## src/rtl/pipe_ctrl_pkg.sv

```systemverilog
// Shared types for the pipeline control slice: watchdog state encoding, wait-counter width, saturating increment.
// Pure declarations, no logic or latency of its own.
package pipe_ctrl_pkg;

    localparam int WAIT_CTR_W = 16;

    typedef enum logic [1:0] {
        RUN   = 2'd0,
        WAIT  = 2'd1,
        FAULT = 2'd2
    } hz_state_t;

    function automatic logic [WAIT_CTR_W-1:0] sat_inc(input logic [WAIT_CTR_W-1:0] val);
        sat_inc = (&val) ? val : val + 1'b1;
    endfunction

endpackage

```

## src/rtl/sat_counter.sv

```systemverilog
// Saturating up-counter with an increment enable; holds at all-ones.
// Latency: count visible the cycle after the enabled edge. No backpressure.
module sat_counter #(
    parameter int W = 32
) (
    input  logic         clk,
    input  logic         rst_n,
    input  logic         inc_en,
    output logic [W-1:0] cnt
);

    logic [W-1:0] cnt_d, cnt_q;

    always_comb begin
        cnt_d = cnt_q;
        if (inc_en && !(&cnt_q)) begin
            cnt_d = cnt_q + 1'b1;
        end
    end

    always_ff @(posedge clk or negedge rst_n) begin
        if (!rst_n) begin
            cnt_q <= '0;
        end else begin
            cnt_q <= cnt_d;
        end
    end

    assign cnt = cnt_q;

endmodule

```

## src/rtl/hazard_ctrl.sv

```systemverilog
// Pipeline stall/flush control with memory-wait watchdog; perf counters under HAZARD_CTRL_PERF_EN.
// Latency: enables/flushes are combinational (zero cycles); state, watchdog and counters update on clk.
// Backpressure: mem_busy freezes every pipeline register; FAULT freezes them until reset.
module hazard_ctrl
    import pipe_ctrl_pkg::*;
#(
    parameter int MAX_WAIT = 255,
    parameter int CNT_W    = 32
) (
    input  logic             clk,
    input  logic             rst_n,
    input  logic             load_use,
    input  logic             branch_taken,
    input  logic             mem_busy,
    output logic             pc_en,
    output logic             ifid_en,
    output logic             ifid_flush,
    output logic             idex_en,
    output logic             idex_flush,
    output logic             exmem_en,
    output logic             memwb_en,
`ifdef HAZARD_CTRL_PERF_EN
    output logic [CNT_W-1:0] stall_cnt,
    output logic [CNT_W-1:0] flush_cnt,
    output logic [CNT_W-1:0] wait_cnt,
`endif
    output logic             mem_timeout
);

    hz_state_t             state_d, state_q;
    logic [WAIT_CTR_W-1:0] wait_ctr_d, wait_ctr_q;
    logic                  mem_timeout_d, mem_timeout_q;

    logic frozen;
    logic apply_flush;
    logic apply_bubble;
    logic busy_counted;

    assign frozen       = (state_q == FAULT) || mem_busy;
    assign apply_flush  = !frozen && branch_taken;
    assign apply_bubble = !frozen && !branch_taken && load_use;
    assign busy_counted = mem_busy && (state_q != FAULT);

    always_comb begin
        pc_en      = 1'b1;
        ifid_en    = 1'b1;
        ifid_flush = 1'b0;
        idex_en    = 1'b1;
        idex_flush = 1'b0;
        exmem_en   = 1'b1;
        memwb_en   = 1'b1;
        if (frozen) begin
            pc_en    = 1'b0;
            ifid_en  = 1'b0;
            idex_en  = 1'b0;
            exmem_en = 1'b0;
            memwb_en = 1'b0;
        end else if (apply_flush) begin
            ifid_flush = 1'b1;
            idex_flush = 1'b1;
        end else if (apply_bubble) begin
            pc_en      = 1'b0;
            ifid_en    = 1'b0;
            idex_flush = 1'b1;
        end
    end

    // Watchdog: wait_ctr counts consecutive busy cycles; a busy cycle beyond MAX_WAIT traps.
    always_comb begin
        state_d       = state_q;
        wait_ctr_d    = wait_ctr_q;
        mem_timeout_d = mem_timeout_q;
        case (state_q)
            RUN: begin
                if (mem_busy) begin
                    state_d    = WAIT;
                    wait_ctr_d = WAIT_CTR_W'(1);
                end
            end
            WAIT: begin
                if (!mem_busy) begin
                    state_d    = RUN;
                    wait_ctr_d = '0;
                end else if (wait_ctr_q == WAIT_CTR_W'(MAX_WAIT)) begin
                    state_d       = FAULT;
                    mem_timeout_d = 1'b1;
                end else begin
                    wait_ctr_d = sat_inc(wait_ctr_q);
                end
            end
            default: begin
                state_d = FAULT;
            end
        endcase
    end

    always_ff @(posedge clk or negedge rst_n) begin
        if (!rst_n) begin
            state_q       <= RUN;
            wait_ctr_q    <= '0;
            mem_timeout_q <= 1'b0;
        end else begin
            state_q       <= state_d;
            wait_ctr_q    <= wait_ctr_d;
            mem_timeout_q <= mem_timeout_d;
        end
    end

    assign mem_timeout = mem_timeout_q;

`ifdef HAZARD_CTRL_PERF_EN
    sat_counter #(.W(CNT_W)) u_stall_cnt (
        .clk    (clk),
        .rst_n  (rst_n),
        .inc_en (apply_bubble),
        .cnt    (stall_cnt)
    );

    sat_counter #(.W(CNT_W)) u_flush_cnt (
        .clk    (clk),
        .rst_n  (rst_n),
        .inc_en (apply_flush),
        .cnt    (flush_cnt)
    );

    sat_counter #(.W(CNT_W)) u_wait_cnt (
        .clk    (clk),
        .rst_n  (rst_n),
        .inc_en (busy_counted),
        .cnt    (wait_cnt)
    );
`endif

endmodule
```

## config.mk

```make
export PLATFORM = sky130hd
export DESIGN_NAME = hazard_ctrl
export DESIGN_NICKNAME = d
export VERILOG_FILES = /design/src/rtl/pipe_ctrl_pkg.sv /design/src/rtl/sat_counter.sv /design/src/rtl/hazard_ctrl.sv
export SDC_FILE = /design/constraint.sdc
export NUM_CORES = 1
export LEC_CHECK = 0
export ABC_CLOCK_PERIOD_IN_PS = 2600
export CELL_PAD_IN_SITES_DETAIL_PLACEMENT = 0
export CELL_PAD_IN_SITES_GLOBAL_PLACEMENT = 1
export CORE_ASPECT_RATIO = 0.8
export CORE_MARGIN = 3
export CORE_UTILIZATION = 42
export CTS_CLUSTER_SIZE = 14
export DETAILED_ROUTE_END_ITERATION = 10
export PLACE_DENSITY_LB_ADDON = 0.05
export RECOVER_POWER = 50
export SYNTH_ARGS = -nofsm -noshare
export SYNTH_HDL_FRONTEND = slang
export SYNTH_HIERARCHICAL = 1
export SYNTH_SLANG_ARGS = --single-unit
```

## constraint.sdc

```tcl
create_clock -name clk -period 2.6 [get_ports clk]
set_clock_uncertainty 0.15 [all_clocks]
set_input_delay 0.65 -clock clk [delete_from_list [all_inputs] [get_ports clk]]
set_output_delay 0.65 -clock clk [all_outputs]
set_load 0.005 [all_outputs]
```

==> summary.md <==
| Metric | Value |
|---|---|
| Status | `complete, no violations` |
| Main synth FF type | `dfrtp_1` |
| Dpl ws | `-0.292 ns` |
| Share of layout cells above drive strength 1 | `16.9%` |
| CTS tree | `built` |
| Crit share post-route | `94.2%` |
| Finished Cell Area | `1370 sq um` |
| Setup crit end kind | `primary output` |
| Critical-path top delay cell | `clkdlybuf4s50_1` |
| Max-capacitance violation count | `0` |
| Area leader, netlist | `dfrtp_1` |
| Cells after Synth | `127` |
| Max IR drop VDD | `244 uV` |
| Worst-path fanout max | `5` |
| Global-route wire length before repair | `4.66 mm` |
| Sequential fraction of the synthesis area | `40.1%` |
| Port buffer count | `12` |
| # setup viols final | `0` |
| Pin count of the biggest net entering global routing | `20` |
| Vias in the first global route | `949` |
| Via count | `1054` |
| R2R Path End | `wait_ctr_q[12]` |
| Worst setup SP type | `input port` |
| Worst Hold Path Cells | `1` |
| Final #Nets | `149` |
| Grt ovf | `0` |
| Total CTS buffers | `3` |
| Root Buffer | `clkbuf_4` |
| Worst EP required | `1.80 ns` |
| Max Clk Rate | `408 MHz` |
| # H-tree levels | `1` |
| Clk slew on worst S/H paths | `0.12 ns` |
| Synth top area share | `40.1%` |
| Critical path arrival | `1.65 ns` |
| Static Leakage | `0.653 nW` |
| Worst Setup Path Type | `in -> out` |
| DRT Pass-1 Iters | `4` |
| Max clock buf depth | `2` |
| RSZ-0062 raised after global routing | `false` |
| Antenna viol nets, final | `0` |
| Pwr/cell area | `385 nW/um^2` |
| Yosys reg bits | `19` |
| GPL Wtd Cong | `0.775` |
| Initial Utilization | `46.2%` |
| Layout area overhead | `15.8%` |
| Minimum clock period | `2.45 ns` |
| CTS resizes | `8` |
| Synth Net Count | `133` |
| Worst path cell trace | `dlygate4sd2_1, a21oi_2, buf_4, clkdlybuf4s50_1` |
| Hold crit path type | `reg -> reg` |
| Reg-to-Reg Start | `wait_ctr_q[0]` |
| Largest stage delay, worst path | `0.49 ns` |
| Post-Syn Area | `1180 sq um` |
| Count of final hold-check violations | `0` |
| Hold EP | `mem_timeout` |
| CTS sink cnt | `19` |
| GRT Total Usage | `17.8%` |
| Worst setup margin | `0.150 ns` |
| Commonest cells after routing, fill and taps aside | `19 x dfrtp_1, 14 x nand2_1, 8 x nand3_1` |
| Cts hold-fix bufs | `0` |
| Die ar. | `3500 sq um` |
| Worst Path Buf+Inv | `3` |
| DRC violations left | `0` |
| Top Ports | `13` |
| Slew margin rel. | `29.2%` |
| Die X | `65.4 um` |
| Hold path startpoint | `mem_timeout` |
| N_diodes | `0` |
| Post-synthesis async set-or-reset flop share | `100%` |
| Synth top area cells | `dfrtp_1 40%, nand2_1 4.4%, a21oi_1 3.4%` |
| Initial antenna violation count | `0` |
| Commonest non-fill, non-tap cell in the layout | `dfrtp_1` |
| Core Area | `2560 sq um` |
| 1st-iter DRT viols | `54` |
| Slew Limit Fails | `0` |
| Yosys warnings | `6` |
| Wire per inst | `15.4 um` |
| Post-Syn Area per Cell | `9.33 sq um` |
| Reg2reg setup slack | `0.56 ns` |
| Die Ht | `53.5 um` |
| Crit path max-delay family | `buffers and inverters` |
| Std-Cell Rows | `16` |
| Number of setup buffers added after CTS | `0` |
| DP HPWL | `1.97 mm` |
| Post-Route WL | `2.74 mm` |
| Synth cell types | `41` |
| EDFF count, synth | `0` |
| Reg2Reg Depth | `6` |
| Worst Tran Pin Value | `1.06 ns` |
| Drt via density | `5.92` |
| Clk_lat worst skew | `0.31 ns` |
| Dpl cell area | `1350 sq um` |
[cells by family (layout without fill, tap and decap cells)]
group                    count (synthesis)  in the layout  share of synthesized area, %
AND/OR/NAND/NOR                         56             56                          25.9
XOR/XNOR                                 4              4                          2.96
AO/OA/AOI/OAI                           34             34                          22.7
buffers and inverters                   11             26                          5.60
adder cells (fa/ha/maj)                  1              1                          1.06
flip-flops                              19             19                          40.1
multiplexers                             2              2                          1.69
[where the power goes]
group,switching [mW],total [mW],internal [mW]
Sequential,0.00790,0.308,0.300
Combinational,0.0342,0.0643,0.0302
Clock,0.0987,0.156,0.0575
[routing by layer]
layer	routed length, um	track usage (%)	up-vias
met5	0	0	-
met4	20	4.14	0
met3	213	5.10	2
li1	-	-	503
met1	1270	24.5	516
met2	1240	27.7	33
[through the flow]
stage	instances	setup TNS (ns)	utilization, %	hold slack, ns	total power [mW]
2_1_floorplan	127	0	-	0.204	0.344
3_3_place_gp	174	-0.963	52.6	0.288	0.381
3_5_place_dp	174	-1.16	52.6	0.295	0.382
4_1_cts	178	0	53.7	0.327	0.537
5_1_grt	178	0	53.6	0.336	0.554
6_report	178	0	53.6	0.326	0.528
[flip-flops by register name, indices dropped and copies added, names as in the netlist]
| register | flops |
|---|---|
| mem_timeout | 1 |
| state_q | 2 |
| wait_ctr_q | 16 |
[worst max-delay path by stage]
| stage | from | end | slack (ns) | depth (start not counted) |
|---|---|---|---|---|
| global route | state_q[0] | memwb_en | 0.03 | 4 |
| detailed placement | mem_busy | ifid_en | -0.29 | 4 |
| CTS | mem_busy | exmem_en | 0.15 | 4 |
| finish | mem_busy | memwb_en | 0.15 | 4 |
| floorplan | mem_busy | pc_en | 0.39 | 3 |
| global placement | mem_busy | ifid_en | -0.21 | 4 |
[Yosys cell counts, types with 2 or more instances]
master / instances
dfrtp_1: 19
nand2_1: 14
a21oi_1: 8
nand3_1: 8
nand4_1: 6
nor2_1: 6
a22o_2: 4
a31oi_1: 4
buf_4: 4
o211ai_1: 4
xnor2_1: 4
and3_1: 3
inv_1: 3
nand2b_1: 3
nor3_1: 3
nor4_1: 3
a21o_1: 2
and2_1: 2
and4_1: 2
buf_2: 2
mux2i_1: 2
or3_1: 2
[cell type report]
| cell class | instances | area (sq um) |
|---|---|---|
| fillers | 247 | 1190 |
| multi-input cells | 97 | 651 |
| flip-flops and latches | 19 | 475 |
| repair buffers | 19 | 163 |
| well taps | 36 | 45.0 |
| clock buffers | 3 | 22.5 |
| inverters | 3 | 11.3 |
| clock inverters | 1 | 5.00 |
Power figures use the tool's default switching activity.
